===== src/rtl/ex_muldiv_ctrl_pkg.sv =====
// rtl/ex_muldiv_ctrl_pkg.sv - shared types for the RV32M multiply/divide sequencer
package ex_muldiv_ctrl_pkg;

   typedef enum logic [2:0] {
      OP_MUL    = 3'b000,
      OP_MULH   = 3'b001,
      OP_MULHSU = 3'b010,
      OP_MULHU  = 3'b011,
      OP_DIV    = 3'b100,
      OP_DIVU   = 3'b101,
      OP_REM    = 3'b110,
      OP_REMU   = 3'b111
   } muldiv_op_t;

   typedef enum logic [1:0] {
      IDLE = 2'd0,
      CALC = 2'd1,
      DONE = 2'd2
   } muldiv_state_t;

   function automatic logic op_is_div(input muldiv_op_t op);
      return op inside {OP_DIV, OP_DIVU, OP_REM, OP_REMU};
   endfunction

endpackage


===== src/rtl/ex_muldiv_ctrl_iter_core.sv =====
// rtl/ex_muldiv_ctrl_iter_core.sv - one shift-add multiply or restoring divide step
module muldiv_iter_core #(
   parameter int XLEN = 32
) (
   input  logic            i_is_div,
   input  logic [XLEN-1:0] i_hi,
   input  logic [XLEN-1:0] i_lo,
   input  logic [XLEN-1:0] i_b,
   output logic [XLEN-1:0] o_hi,
   output logic [XLEN-1:0] o_lo
);

   logic [XLEN:0] w_sum;
   logic [XLEN:0] w_shifted;
   logic [XLEN:0] w_diff;

   // hi:lo is the product for multiply, remainder:quotient for divide
   always_comb begin
      w_sum     = {1'b0, i_hi} + (i_lo[0] ? {1'b0, i_b} : {(XLEN+1){1'b0}});
      w_shifted = {i_hi, i_lo[XLEN-1]};
      w_diff    = w_shifted - {1'b0, i_b};
      if (i_is_div) begin
         if (w_diff[XLEN]) begin
            o_hi = w_shifted[XLEN-1:0];
            o_lo = {i_lo[XLEN-2:0], 1'b0};
         end else begin
            o_hi = w_diff[XLEN-1:0];
            o_lo = {i_lo[XLEN-2:0], 1'b1};
         end
      end else begin
         o_hi = w_sum[XLEN:1];
         o_lo = {w_sum[0], i_lo[XLEN-1:1]};
      end
   end

endmodule


===== src/rtl/ex_muldiv_ctrl.sv =====
// rtl/ex_muldiv_ctrl.sv - iterative RV32M multiply/divide sequencer beside the EX ALU
module ex_muldiv_ctrl
   import ex_muldiv_ctrl_pkg::*;
#(
   parameter int XLEN  = 32,
   parameter int TAG_W = 5
) (
   input  logic             clk,
   input  logic             reset,
   input  logic             start,
   input  logic [2:0]       funct3,
   input  logic [XLEN-1:0]  op_a,
   input  logic [XLEN-1:0]  op_b,
   input  logic [TAG_W-1:0] rd_in,
   input  logic             flush,
   output logic             stall,
   output logic             done,
   output logic [XLEN-1:0]  result,
   output logic [TAG_W-1:0] rd_out
);

   localparam int CW = $clog2(XLEN);

   muldiv_state_t    r_state, w_state_nxt;
   muldiv_op_t       r_op, w_op_in;
   logic [CW-1:0]    r_cnt;
   logic [XLEN-1:0]  r_hi, r_lo, r_b;
   logic             r_a_neg, r_b_neg;
   logic [TAG_W-1:0] r_rd;

   logic              w_accept, w_a_signed, w_b_signed, w_a_neg, w_b_neg;
   logic              w_div0, w_ovf, w_special;
   logic [XLEN-1:0]   w_a_mag, w_b_mag, w_hi_nxt, w_lo_nxt;
   logic [XLEN-1:0]   w_quot_fix, w_rem_fix, w_sel;
   logic [2*XLEN-1:0] w_prod, w_prod_fix;

   assign w_op_in  = muldiv_op_t'(funct3);
   assign w_accept = (r_state == IDLE) && start && !flush;

   always_comb begin
      w_a_signed = 1'b0;
      w_b_signed = 1'b0;
      case (w_op_in)
         OP_MUL, OP_MULH, OP_DIV, OP_REM: begin
            w_a_signed = 1'b1;
            w_b_signed = 1'b1;
         end
         OP_MULHSU: w_a_signed = 1'b1;
         default:   ;
      endcase
   end

   assign w_a_neg   = w_a_signed & op_a[XLEN-1];
   assign w_b_neg   = w_b_signed & op_b[XLEN-1];
   assign w_a_mag   = w_a_neg ? -op_a : op_a;
   assign w_b_mag   = w_b_neg ? -op_b : op_b;
   assign w_div0    = op_is_div(w_op_in) && (op_b == '0);
   assign w_ovf     = ((w_op_in == OP_DIV) || (w_op_in == OP_REM)) &&
                      (op_a == {1'b1, {(XLEN-1){1'b0}}}) && (op_b == '1);
   assign w_special = w_div0 | w_ovf;

   muldiv_iter_core #(.XLEN(XLEN)) u_core (
      .i_is_div (op_is_div(r_op)),
      .i_hi     (r_hi),
      .i_lo     (r_lo),
      .i_b      (r_b),
      .o_hi     (w_hi_nxt),
      .o_lo     (w_lo_nxt)
   );

   always_ff @(posedge clk) begin
      if (!reset) begin
         r_state <= IDLE;
         r_op    <= OP_MUL;
         r_cnt   <= '0;
         r_hi    <= '0;
         r_lo    <= '0;
         r_b     <= '0;
         r_a_neg <= 1'b0;
         r_b_neg <= 1'b0;
         r_rd    <= '0;
      end else begin
         r_state <= w_state_nxt;
         if (w_accept) begin
            r_op  <= w_op_in;
            r_rd  <= rd_in;
            r_b   <= w_b_mag;
            r_cnt <= CW'(XLEN-1);
            // Special cases preload quotient/remainder so the DONE mux needs no extra path
            if (w_special) begin
               r_hi    <= w_div0 ? op_a : '0;
               r_lo    <= w_div0 ? '1 : op_a;
               r_a_neg <= 1'b0;
               r_b_neg <= 1'b0;
            end else begin
               r_hi    <= '0;
               r_lo    <= w_a_mag;
               r_a_neg <= w_a_neg;
               r_b_neg <= w_b_neg;
            end
         end else if (r_state == CALC) begin
            r_hi  <= w_hi_nxt;
            r_lo  <= w_lo_nxt;
            r_cnt <= r_cnt - 1'b1;
         end
      end
   end

   assign w_prod     = {r_hi, r_lo};
   assign w_prod_fix = (r_a_neg ^ r_b_neg) ? -w_prod : w_prod;
   assign w_quot_fix = (r_a_neg ^ r_b_neg) ? -r_lo : r_lo;
   assign w_rem_fix  = r_a_neg ? -r_hi : r_hi;

   always_comb begin
      case (r_op)
         OP_MUL:                      w_sel = w_prod_fix[XLEN-1:0];
         OP_MULH, OP_MULHSU, OP_MULHU: w_sel = w_prod_fix[2*XLEN-1:XLEN];
         OP_DIV, OP_DIVU:             w_sel = w_quot_fix;
         default:                     w_sel = w_rem_fix;
      endcase
   end

   always_comb begin
      w_state_nxt = r_state;
      stall       = 1'b0;
      done        = 1'b0;
      result      = '0;
      case (r_state)
         IDLE: begin
            if (w_accept) begin
               stall       = 1'b1;
               w_state_nxt = w_special ? DONE : CALC;
            end
         end
         CALC: begin
            stall = 1'b1;
            if (r_cnt == '0) w_state_nxt = DONE;
         end
         DONE: begin
            done        = 1'b1;
            result      = w_sel;
            w_state_nxt = IDLE;
         end
         default: w_state_nxt = IDLE;
      endcase
      if (flush) w_state_nxt = IDLE;
   end

   assign rd_out = r_rd;

endmodule


===== config.mk =====
export PLATFORM = sky130hd
export DESIGN_NAME = ex_muldiv_ctrl
export DESIGN_NICKNAME = d
export VERILOG_FILES = /design/src/rtl/ex_muldiv_ctrl_pkg.sv /design/src/rtl/ex_muldiv_ctrl_iter_core.sv /design/src/rtl/ex_muldiv_ctrl.sv
export SDC_FILE = /design/constraint.sdc
export NUM_CORES = 1
export LEC_CHECK = 0
export BUFFER_PORTS_ARGS = -buffer_cell sky130_fd_sc_hd__buf_2
export CAP_MARGIN = 40
export CORE_MARGIN = 1.5
export CORE_UTILIZATION = 53
export DETAILED_ROUTE_END_ITERATION = 16
export PLACE_DENSITY_LB_ADDON = 0.2
export SLEW_MARGIN = 20
export SYNTH_ARGS = -nofsm -noshare
export SYNTH_HDL_FRONTEND = slang
export SYNTH_SLANG_ARGS = --single-unit

===== constraint.sdc =====
create_clock -name clk -period 4.2 [get_ports clk]
set_input_delay 0.42 -clock clk [delete_from_list [all_inputs] [get_ports clk]]
set_output_delay 0.42 -clock clk [all_outputs]
set_load 0.05 [all_outputs]

==> impl_metrics.ini, run 1 <==
[status]
status = finished clean

[synthesis]
synthTopCellsByArea = dfxtp_1 17%, xnor2_1 7.4%, ha_1 6.6%
yosys.area.top_type = dfxtp_1
yosysMostFrequentCell = nand2_1
synth_edf_count = 0
synth_cells = 1914
yosys_warnings = 0
synth.distinct_cells = 84
netlist_area_um2 = 13400
synth_commonest_cells = 202 x nand2_1, 166 x a21oi_1, 163 x o21ai_0
ys_async_sr_fraction = 0
avgSynthCellArea_um2 = 7.02
synthesis.nets = 2063
ys_seq_area_frac = 0.168
netlist.area_leader.share = 0.168
yosys_most_used_dff = dfxtp_1
ys_seq_elements = 113

[pwr]
sw_frac_of_total = 0.415
p_clk_frac = 0.322
power.total_mw = 4.89
p_int_mw = 2.86
p_leak_nw = 6.44
p_seq_frac = 0.259
combPwrFrac = 0.419
irDropWorstVdd_mv = 0.190
switching_power_mw = 2.03
powerDensity_nw_per_um2 = 323

[detailed_routing]
drt_first_iter_violations = 2238
wl_met3_mm = 5.89
wl_per_cell_um = 23.5
wl_met2_mm = 23.4
antenna_left = 0
avgViaCountPerCell = 6.71
firstDrtPassIters = 7
maxUsedRoutingLayer = met4
routed_wl_mm = 54.7
m1WireLength_mm = 22.4
post-route-drc-count = 0
vias = 15600

[layout]
final_util = 0.604
fillCellCount = 2411
register_area_um2 = 2260
syn_to_final_growth_pct = 12.7
layout-drive-gt1-share = 0.143
finish.net_count = 2133
multi_input_area_um2 = 10400
num_antenna_cells = 0
final_cell_area_um2 = 15100

[grt]
grt_pass1_vias = 14000
antenna_found_initial = 1
grt_pass1_wl_mm = 83.4
grt_max_degree = 77
grt-ovfl-total = 0
grt_use_total = 0.411

[setup_path]
worstPathArrival_ns = 3.69
cp-start-kind = flop
worst_setup_path_end_kind = primary output
cp_data_required_time_ns = 3.78
r2r_cells = 13
path_class = flop to primary output
crit_fanout = 5
rrSetupSlack_ns = 0.16
reg2reg_to = r_hi[1]$_SDFFE_PN0P_
r2r-start = r_lo[31]$_SDFFE_PN0P_

[die]
dieArea_um2 = 26300
core-area_um2 = 25000
start_util = 0.536
die_y_um = 162
io_pins = 115
std_cell_rows = 58
die-width_um = 162

[worst_hold_path]
min_from = rd_in[4]
worstHoldEndpoint = rd_out[4]$_SDFFE_PN0P_
hp-class = primary input to flop
worst_hold_path.num_cells = 3

[placement]
dpl_cell_area_um2 = 14500
dp_hpwl_mm = 42.1
port_buffers = 114
gp_congestion = 1.01
place_ws_ns = 0.393

[cts]
cts_max_path_buffers = 2
tritoncts = yes
cts-htree-levels = 4
cts_hold_buffers = 0
clock_sinks = 113
clk_latency_ns = 0.44
cts_made_buffers = 17
cts.clk_slew.worst_paths_ns = 0.06
clockRootBuffer = clkbuf_16

[sta]
max_freq_mhz = 243
finalHoldViolations = 0
finalSetupTns_ns = 0
maxSlewHeadroom = 0.414
setup_violations = 0
period_share = 0.979
setup_ws_ns = 0.0893
finalMaxSlewViolations = 0
finalClockSkew_ns = 0.0156
period_minus_slack_ns = 4.11
worst_slew_pin_slew_ns = 0.857

[flow_run]
maxCapViolCount = 0
==> cells in the final DEF, fill, tap and decap left out, drive strengths merged, types with 13 or more instances in the layout <==
cell type and count:
nand2 203, buf 186, o21ai 168, a21oi 166, nor2 162, xnor2 114, dfxtp 113, inv 79
ha 71, xor2 59, nor3 59, nand3 51, o211a 29, a21o 28, a31oi 28, nor4 25
mux2i 24, or3 23, o31ai 23, or4 22, o21bai 21, nand2b 20, nand4 20, clkbuf 20
o21a 19, a211oi 19, mux2 19, a21boi 19, o211ai 17, and3 16, a221oi 14, o41ai 13
==> registers in the layout, indices dropped and copies added, names as in the netlist <==
name and cells:
r_b_neg 1, r_cnt 5, r_op 3, r_hi 32, r_a_neg 1, rd_out 5
r_lo 32, r_state 2, r_b 32
==> power groups by stage <==
stage	clock, mW	combinational (mW)	sequential [mW]
2_1_floorplan	0	1.36	1.23
3_3_place_gp	0	1.95	1.28
3_5_place_dp	0	1.96	1.28
4_1_cts	1.58	1.97	1.26
5_1_grt	1.61	2.20	1.27
6_report	1.57	2.05	1.26
==> cell families after synthesis <==
family / after synthesis / share of synthesized area
AO/OA/AOI/OAI: 652 / 0.316
XOR/XNOR: 173 / 0.113
adder cells (fa/ha/maj): 73 / 0.0691
buffers and inverters: 212 / 0.0615
flip-flops: 113 / 0.168
multiplexers: 43 / 0.0338
AND/OR/NAND/NOR: 648 / 0.238
==> critical path: stages, from the launching register on <==
cell and delay (ns):
dfxtp_1 0.38, or4_1 0.69, or4_1 0.55, nor4_1 0.47, inv_1 0.07, o21ai_0 0.24, xor2_1 0.10, a21oi_1 0.17
o211ai_1 0.11, nor3_1 0.18, buf_2 0.29
==> worst max path at each step <==
stage                                startpoint                    to  slack [ns]  cells past startpoint
after global placement     r_hi[0]$_SDFFE_PN0P_  r_hi[1]$_SDFFE_PN0P_        0.47                     12
after floorplan           r_hi[17]$_SDFFE_PN0P_            result[30]        0.28                     10
after global routing       r_hi[0]$_SDFFE_PN0P_            result[10]     -0.0008                     13
final                     r_hi[18]$_SDFFE_PN0P_            result[30]        0.09                     10
after detailed placement   r_hi[0]$_SDFFE_PN0P_  r_hi[1]$_SDFFE_PN0P_        0.39                     12
after CTS                  r_lo[0]$_SDFFE_PN0P_            result[31]        0.09                     10
==> timing repair <==
| item | CTS | global route |
|---|---|---|
| setup buffers | 0 | 2 |
| endpoints found under the setup margin | 0 | 13 |
| gates resized for setup | 0 | 9 |
==> per-layer routing <==
metal / vias to the layer above / track usage
li1: 7173 / -
met1: 7279 / 0.568
met2: 984 / 0.621
met3: 178 / 0.0592
met4: 0 / 0.206
met5: - / 0
==> metrics by stage <==
step | std cells | hold WS (ns)
global route | 2327 | 0.250
CTS | 2324 | 0.220
finish | 2327 | 0.232
detailed placement | 2292 | 0.456
floorplan | 1914 | 0.441
global placement | 2289 | 0.449
==> final cells by class <==
cell class / count / share of cell area
multi-input cells: 1589 / 0.688
flip-flops and latches: 113 / 0.150
inverters: 75 / 0.0186
clock buffers: 18 / 0.0284
well taps: 330 / 0.0273
clock inverters: 14 / 0.0118
repair buffers: 188 / 0.0761
Power figures use the tool's default switching activity.
==> run 2, diff against run 1 <==
--- a/config.mk
+++ b/config.mk
@@ -5,11 +5,12 @@
 export SDC_FILE = /design/constraint.sdc
 export NUM_CORES = 1
 export LEC_CHECK = 0
-export BUFFER_PORTS_ARGS = -buffer_cell sky130_fd_sc_hd__buf_2
+export BUFFER_PORTS_ARGS = -buffer_cell sky130_fd_sc_hd__buf_4
 export CAP_MARGIN = 40
 export CORE_MARGIN = 1.5
 export CORE_UTILIZATION = 53
 export DETAILED_ROUTE_END_ITERATION = 16
+export MAX_ROUTING_LAYER = met4
 export PLACE_DENSITY_LB_ADDON = 0.2
 export SLEW_MARGIN = 20
 export SYNTH_ARGS = -nofsm -noshare
==> run 2 against run 1 <==
Largest power group unchanged. Largest cell class unchanged. Final cell count shrank 0.30%. First-iteration DRC count shrank 2.9%. Highest routed layer unchanged. Sequential share of layout area shrank 0.25 points.
==> impl_metrics.ini, run 2 (synthesized netlist as in run 1, its figures left out) <==
[die]
io_pins = 115
std_cell_rows = 58
core-area_um2 = 25000
dieArea_um2 = 26300
die_y_um = 162
start_util = 0.536
die-width_um = 162

[sta]
finalMaxSlewViolations = 0
rsz0062_at_grt = no
period_minus_slack_ns = 4.02
finalClockSkew_ns = 0.0149
finalHoldViolations = 0
max_freq_mhz = 249
hold_ws_ns = 0.241
setup_violations = 0
worst_slew_pin_slew_ns = 0.873
maxSlewHeadroom = 0.414
finalSetupTns_ns = 0
period_share = 0.957

[detailed_routing]
avgViaCountPerCell = 6.75
firstDrtPassIters = 7
vias = 15700
wl_per_cell_um = 24.0
routed_wl_mm = 55.8
post-route-drc-count = 0
antenna_left = 0
drt_first_iter_violations = 2174

[setup_path]
slowest_stage = or4_1
rrSetupSlack_ns = 0.37
reg2reg_to = r_hi[29]$_SDFFE_PN0P_
cp-start-kind = flop
cp_num_buf_inv = 1
max_stage_delay_ns = 0.60
path_class = flop to primary output
r2r_cells = 14
worst_setup_path_end_kind = primary output
r2r-start = r_lo[0]$_SDFFE_PN0P_
worstPathArrival_ns = 3.60
cp_data_required_time_ns = 3.78
critPathTopFamily = simple AND/OR/NAND/NOR gates
crit_fanout = 7
crit_chain = or4_1 -> nor4_4 -> and2_1 -> and3_1 -> nand3_4 -> or4_4 -> nand3_2 -> o21ai_2 -> a221oi_2 -> buf_4

[pwr]
powerDensity_nw_per_um2 = 320
combPwrFrac = 0.421
p_int_mw = 2.89
sw_frac_of_total = 0.413
p_seq_frac = 0.259
switching_power_mw = 2.04
p_leak_nw = 6.47
irDropWorstVdd_mv = 0.271
p_clk_frac = 0.320

[grt]
grt_use_total = 0.428
grt_pass1_vias = 14300
grt-ovfl-total = 0
grt_max_degree = 63
antenna_found_initial = 1
grt_pass1_wl_mm = 84.6

[cts]
cts.clk_slew.worst_paths_ns = 0.07
cts-htree-levels = 4
clockRootBuffer = clkbuf_16
tritoncts = yes
clock_sinks = 113
cts_max_path_buffers = 2
cts_made_buffers = 17
clk_latency_ns = 0.43

[worst_hold_path]
hp-class = primary input to flop
worst_hold_path.num_cells = 3
worstHoldEndpoint = rd_out[2]$_SDFFE_PN0P_
min_from = rd_in[2]

[layout]
layout-drive-gt1-share = 0.142
final_cell_mix = 202 x nand2_1, 175 x buf_4, 166 x a21oi_1
final_util = 0.615
syn_to_final_growth_pct = 14.7
finish.net_count = 2125
reg.largest.list = r_b (32), r_hi (32), r_lo (32)
layout_commonest_cell = nand2_1

[placement]
gp_congestion = 1.08
dp_hpwl_mm = 42.6
port_buffers = 114

[status]
status = finished clean

[flow_run]
maxCapViolCount = 0
==> run 2: worst reg2reg max path, cell delays in order (launching register included) <==
cell and delay, ns:
dfxtp_1 0.37, inv_1 0.15, buf_4 0.21, nor2_1 0.06, ha_1 0.39, nor3_1 0.12
or4b_2 0.71, a31oi_1 0.29, o31ai_1 0.21, o2111ai_1 0.28, buf_4 0.17, a41oi_1 0.13
xnor2_1 0.16, a2111oi_0 0.37, a311oi_1 0.09
==> run 2: cell type report <==
type | instances | area (um2)
fillers | 2370 | 9640
inverters | 75 | 282
diodes | 1 | 2.50
clock inverters | 14 | 179
flip-flops and latches | 113 | 2260
clock buffers | 18 | 439
repair buffers | 180 | 1380
well taps | 330 | 413
multi-input cells | 1589 | 10400
==> run 2: layer usage <==
| metal | GRT usage | share of wire | vias up | wire length (um) |
|---|---|---|---|---|
| met4 | 0.260 | 0.068 | 0 | 3800 |
| met1 | 0.534 | 0.39 | 7286 | 21900 |
| met2 | 0.646 | 0.44 | 995 | 24500 |
| met3 | 0.0741 | 0.10 | 235 | 5580 |
| met5 | - | 0 | - | 0 |
| li1 | - | - | 7143 | - |
==> run 2: metrics by stage <==
stage	cells	total power [mW]	setup slack [ns]	area, um2
2_1_floorplan	1914	2.59	0.277	13400
3_3_place_gp	2280	3.24	0.387	14700
3_5_place_dp	2283	3.26	0.407	14700
4_1_cts	2315	4.83	0.0758	15300
5_1_grt	2320	5.11	0.0300	15400
6_report	2320	4.93	0.182	15400
==> run 2: power by group through the flow <==
| stage | Sequential [mW] | Combinational (mW) | Clock [mW] |
|---|---|---|---|
| 2_1_floorplan | 1.23 | 1.36 | 0 |
| 3_3_place_gp | 1.28 | 1.96 | 0 |
| 3_5_place_dp | 1.29 | 1.97 | 0 |
| 4_1_cts | 1.26 | 1.99 | 1.58 |
| 5_1_grt | 1.28 | 2.21 | 1.62 |
| 6_report | 1.27 | 2.07 | 1.58 |
==> run 2: repair_timing <==
item	in CTS	in global routing
resized for setup	1	9
setup endpoints to repair	1	11
hold buffers	0	0
buffers inserted	0	1
==> run 2: worst max-delay path by stage <==
stage          cells after the start                   from    endpoint
3_3_place_gp                       9  r_hi[18]$_SDFFE_PN0P_  result[26]
2_1_floorplan                     10  r_hi[17]$_SDFFE_PN0P_  result[30]
5_1_grt                           12   r_hi[0]$_SDFFE_PN0P_  result[16]
3_5_place_dp                       9  r_hi[18]$_SDFFE_PN0P_  result[26]
4_1_cts                           10  r_lo[22]$_SDFFE_PN0P_  result[31]
6_report                          10   r_lo[2]$_SDFFE_PN0P_  result[31]
==> run 3, diff against run 2 <==
--- a/config.mk
+++ b/config.mk
@@ -10,8 +10,7 @@
 export CORE_MARGIN = 1.5
 export CORE_UTILIZATION = 53
 export DETAILED_ROUTE_END_ITERATION = 16
-export MAX_ROUTING_LAYER = met4
-export PLACE_DENSITY_LB_ADDON = 0.2
+export PLACE_DENSITY = 0.74
 export SLEW_MARGIN = 20
 export SYNTH_ARGS = -nofsm -noshare
 export SYNTH_HDL_FRONTEND = slang
==> run 3 against run 2 <==
Utilization hardly changed. Clock-buffer cell count stayed put. Die area stayed put. Sequential power hardly changed. Register-to-register slack worse by 0.03 ns. Final area hardly changed. Worst setup slack worse by 0.049 ns. Final cell count is 0.13% lower. Critical path type unchanged. Largest power group unchanged.
==> impl_metrics.ini, run 3 (synthesized netlist as in run 1, its figures left out) <==
[status]
status = finished clean

[layout]
final_cell_mix = 202 x nand2_1, 174 x buf_4, 166 x a21oi_1
layout_commonest_cell = nand2_1
finish.net_count = 2123
instances_no_fill = 2317
register_area_um2 = 2260
final_util = 0.615
num_antenna_cells = 0
syn_to_final_growth_pct = 14.7
layout-drive-gt1-share = 0.139
multi_input_area_um2 = 10400
reg.largest.list = r_b (32), r_hi (32), r_lo (32)
fillCellCount = 2400

[grt]
busiest_layer = met2
met3_usage = 0.0618
grt_pass1_vias = 14200
met2_usage = 0.616
antenna_found_initial = 0
grt-ovfl-total = 0
grt_use_total = 0.400
met1_usage = 0.517
grt_max_degree = 76
grt_pass1_wl_mm = 81.8

[pwr]
sw_frac_of_total = 0.406
p_seq_frac = 0.257
p_leak_nw = 6.47
p_int_mw = 2.92
switching_power_mw = 2.00
power.total_mw = 4.92
powerDensity_nw_per_um2 = 320
p_clk_frac = 0.329
combPwrFrac = 0.414
irDropWorstVdd_mv = 0.228

[setup_path]
reg2reg_to = r_hi[11]$_SDFFE_PN0P_
r2r_cells = 13
r2r-start = r_lo[31]$_SDFFE_PN0P_
crit_end = result[25]
worst_setup_path_end_kind = primary output
rrSetupSlack_ns = 0.34
cp_data_required_time_ns = 3.78
critPathLaunch = r_hi[13]$_SDFFE_PN0P_
path_class = flop to primary output
cp-start-kind = flop
worstPathArrival_ns = 3.65
crit_fanout = 11

[detailed_routing]
avgViaCountPerCell = 6.73
drt_first_iter_violations = 2183
routed_wl_mm = 53.4
firstDrtPassIters = 6
wl_per_cell_um = 23.0
post-route-drc-count = 0
vias = 15600
antenna_left = 0

[die]
io_pins = 115
core-area_um2 = 25000
std_cell_rows = 58
dieArea_um2 = 26300
start_util = 0.536
die-width_um = 162
die_y_um = 162

[cts]
clk_latency_ns = 0.44
cts_max_path_buffers = 2
cts-htree-levels = 4
cts.clk_slew.worst_paths_ns = 0.07
cts_made_buffers = 17
tritoncts = yes
clock_sinks = 113
clockRootBuffer = clkbuf_16

[placement]
gp_congestion = 1.02
port_buffers = 114
dp_hpwl_mm = 40.9
place_inst = 2284
place_ws_ns = 0.386

[sta]
finalMaxSlewViolations = 0
period_share = 0.968
rsz0062_at_grt = no
setup_ws_ns = 0.133
finalHoldViolations = 0
setup_violations = 0
period_minus_slack_ns = 4.07
worst_slew_pin_slew_ns = 0.866
maxSlewHeadroom = 0.423
finalSetupTns_ns = 0
max_freq_mhz = 246
finalClockSkew_ns = 0.0183

[worst_hold_path]
min_from = rd_in[3]
hp-class = primary input to flop

[flow_run]
maxCapViolCount = 0
run 3: worst min path at each step:
stage / end / slack [ns] / depth (start not counted)
after floorplan: r_b[31]$_SDFFE_PN0P_ / 0.44 / 2
after global placement: rd_out[4]$_SDFFE_PN0P_ / 0.45 / 2
after detailed placement: rd_out[3]$_SDFFE_PN0P_ / 0.46 / 2
after CTS: rd_out[3]$_SDFFE_PN0P_ / 0.24 / 3
after global routing: rd_out[3]$_SDFFE_PN0P_ / 0.25 / 3
final: rd_out[3]$_SDFFE_PN0P_ / 0.23 / 3
run 3: area by class of cell:
cell class,instances,area share
Multi-Input combinational cell,1589,0.677
Sequential cell,113,0.147
Inverter,75,0.0183
Clock inverter,14,0.0132
Tap cell,330,0.0268
Timing Repair Buffer,178,0.0898
Clock buffer,18,0.0279
run 3: routing by layer:
| layer | share of wire | vias up |
|---|---|---|
| met5 | 0 | - |
| met4 | 0.073 | 0 |
| met3 | 0.095 | 204 |
| met2 | 0.44 | 962 |
| met1 | 0.40 | 7280 |
| li1 | - | 7152 |
run 3: critical path, stage by stage (launching register included):
cell	delay, ns
dfxtp_1	0.52
or4_1	0.62
or4_1	0.49
nor2_1	0.14
nand4_1	0.18
nor3_1	0.25
nand2b_1	0.16
xnor2_1	0.12
o221ai_1	0.13
a21oi_1	0.33
buf_4	0.27
run 3: repair_timing:
action / 4_1_cts / 5_1_grt
gates resized for setup: 1 / 6
setup endpoints to repair: 2 / 7
hold buffers: 0 / 0
buffers inserted: 0 / 1
run 3: power by group through the flow:
stage / Sequential [mW] / Clock [mW] / Combinational, mW
after floorplan: 1.23 / 0 / 1.36
after CTS: 1.26 / 1.61 / 1.96
after detailed placement: 1.28 / 0 / 1.95
after global routing: 1.27 / 1.66 / 2.18
final: 1.27 / 1.62 / 2.04
after global placement: 1.28 / 0 / 1.92
run 3: through the flow:
stage	area [um2]	hold WS [ns]
floorplan	13400	0.441
global placement	14600	0.452
detailed placement	14700	0.460
CTS	15400	0.238
global route	15400	0.254
finish	15400	0.232
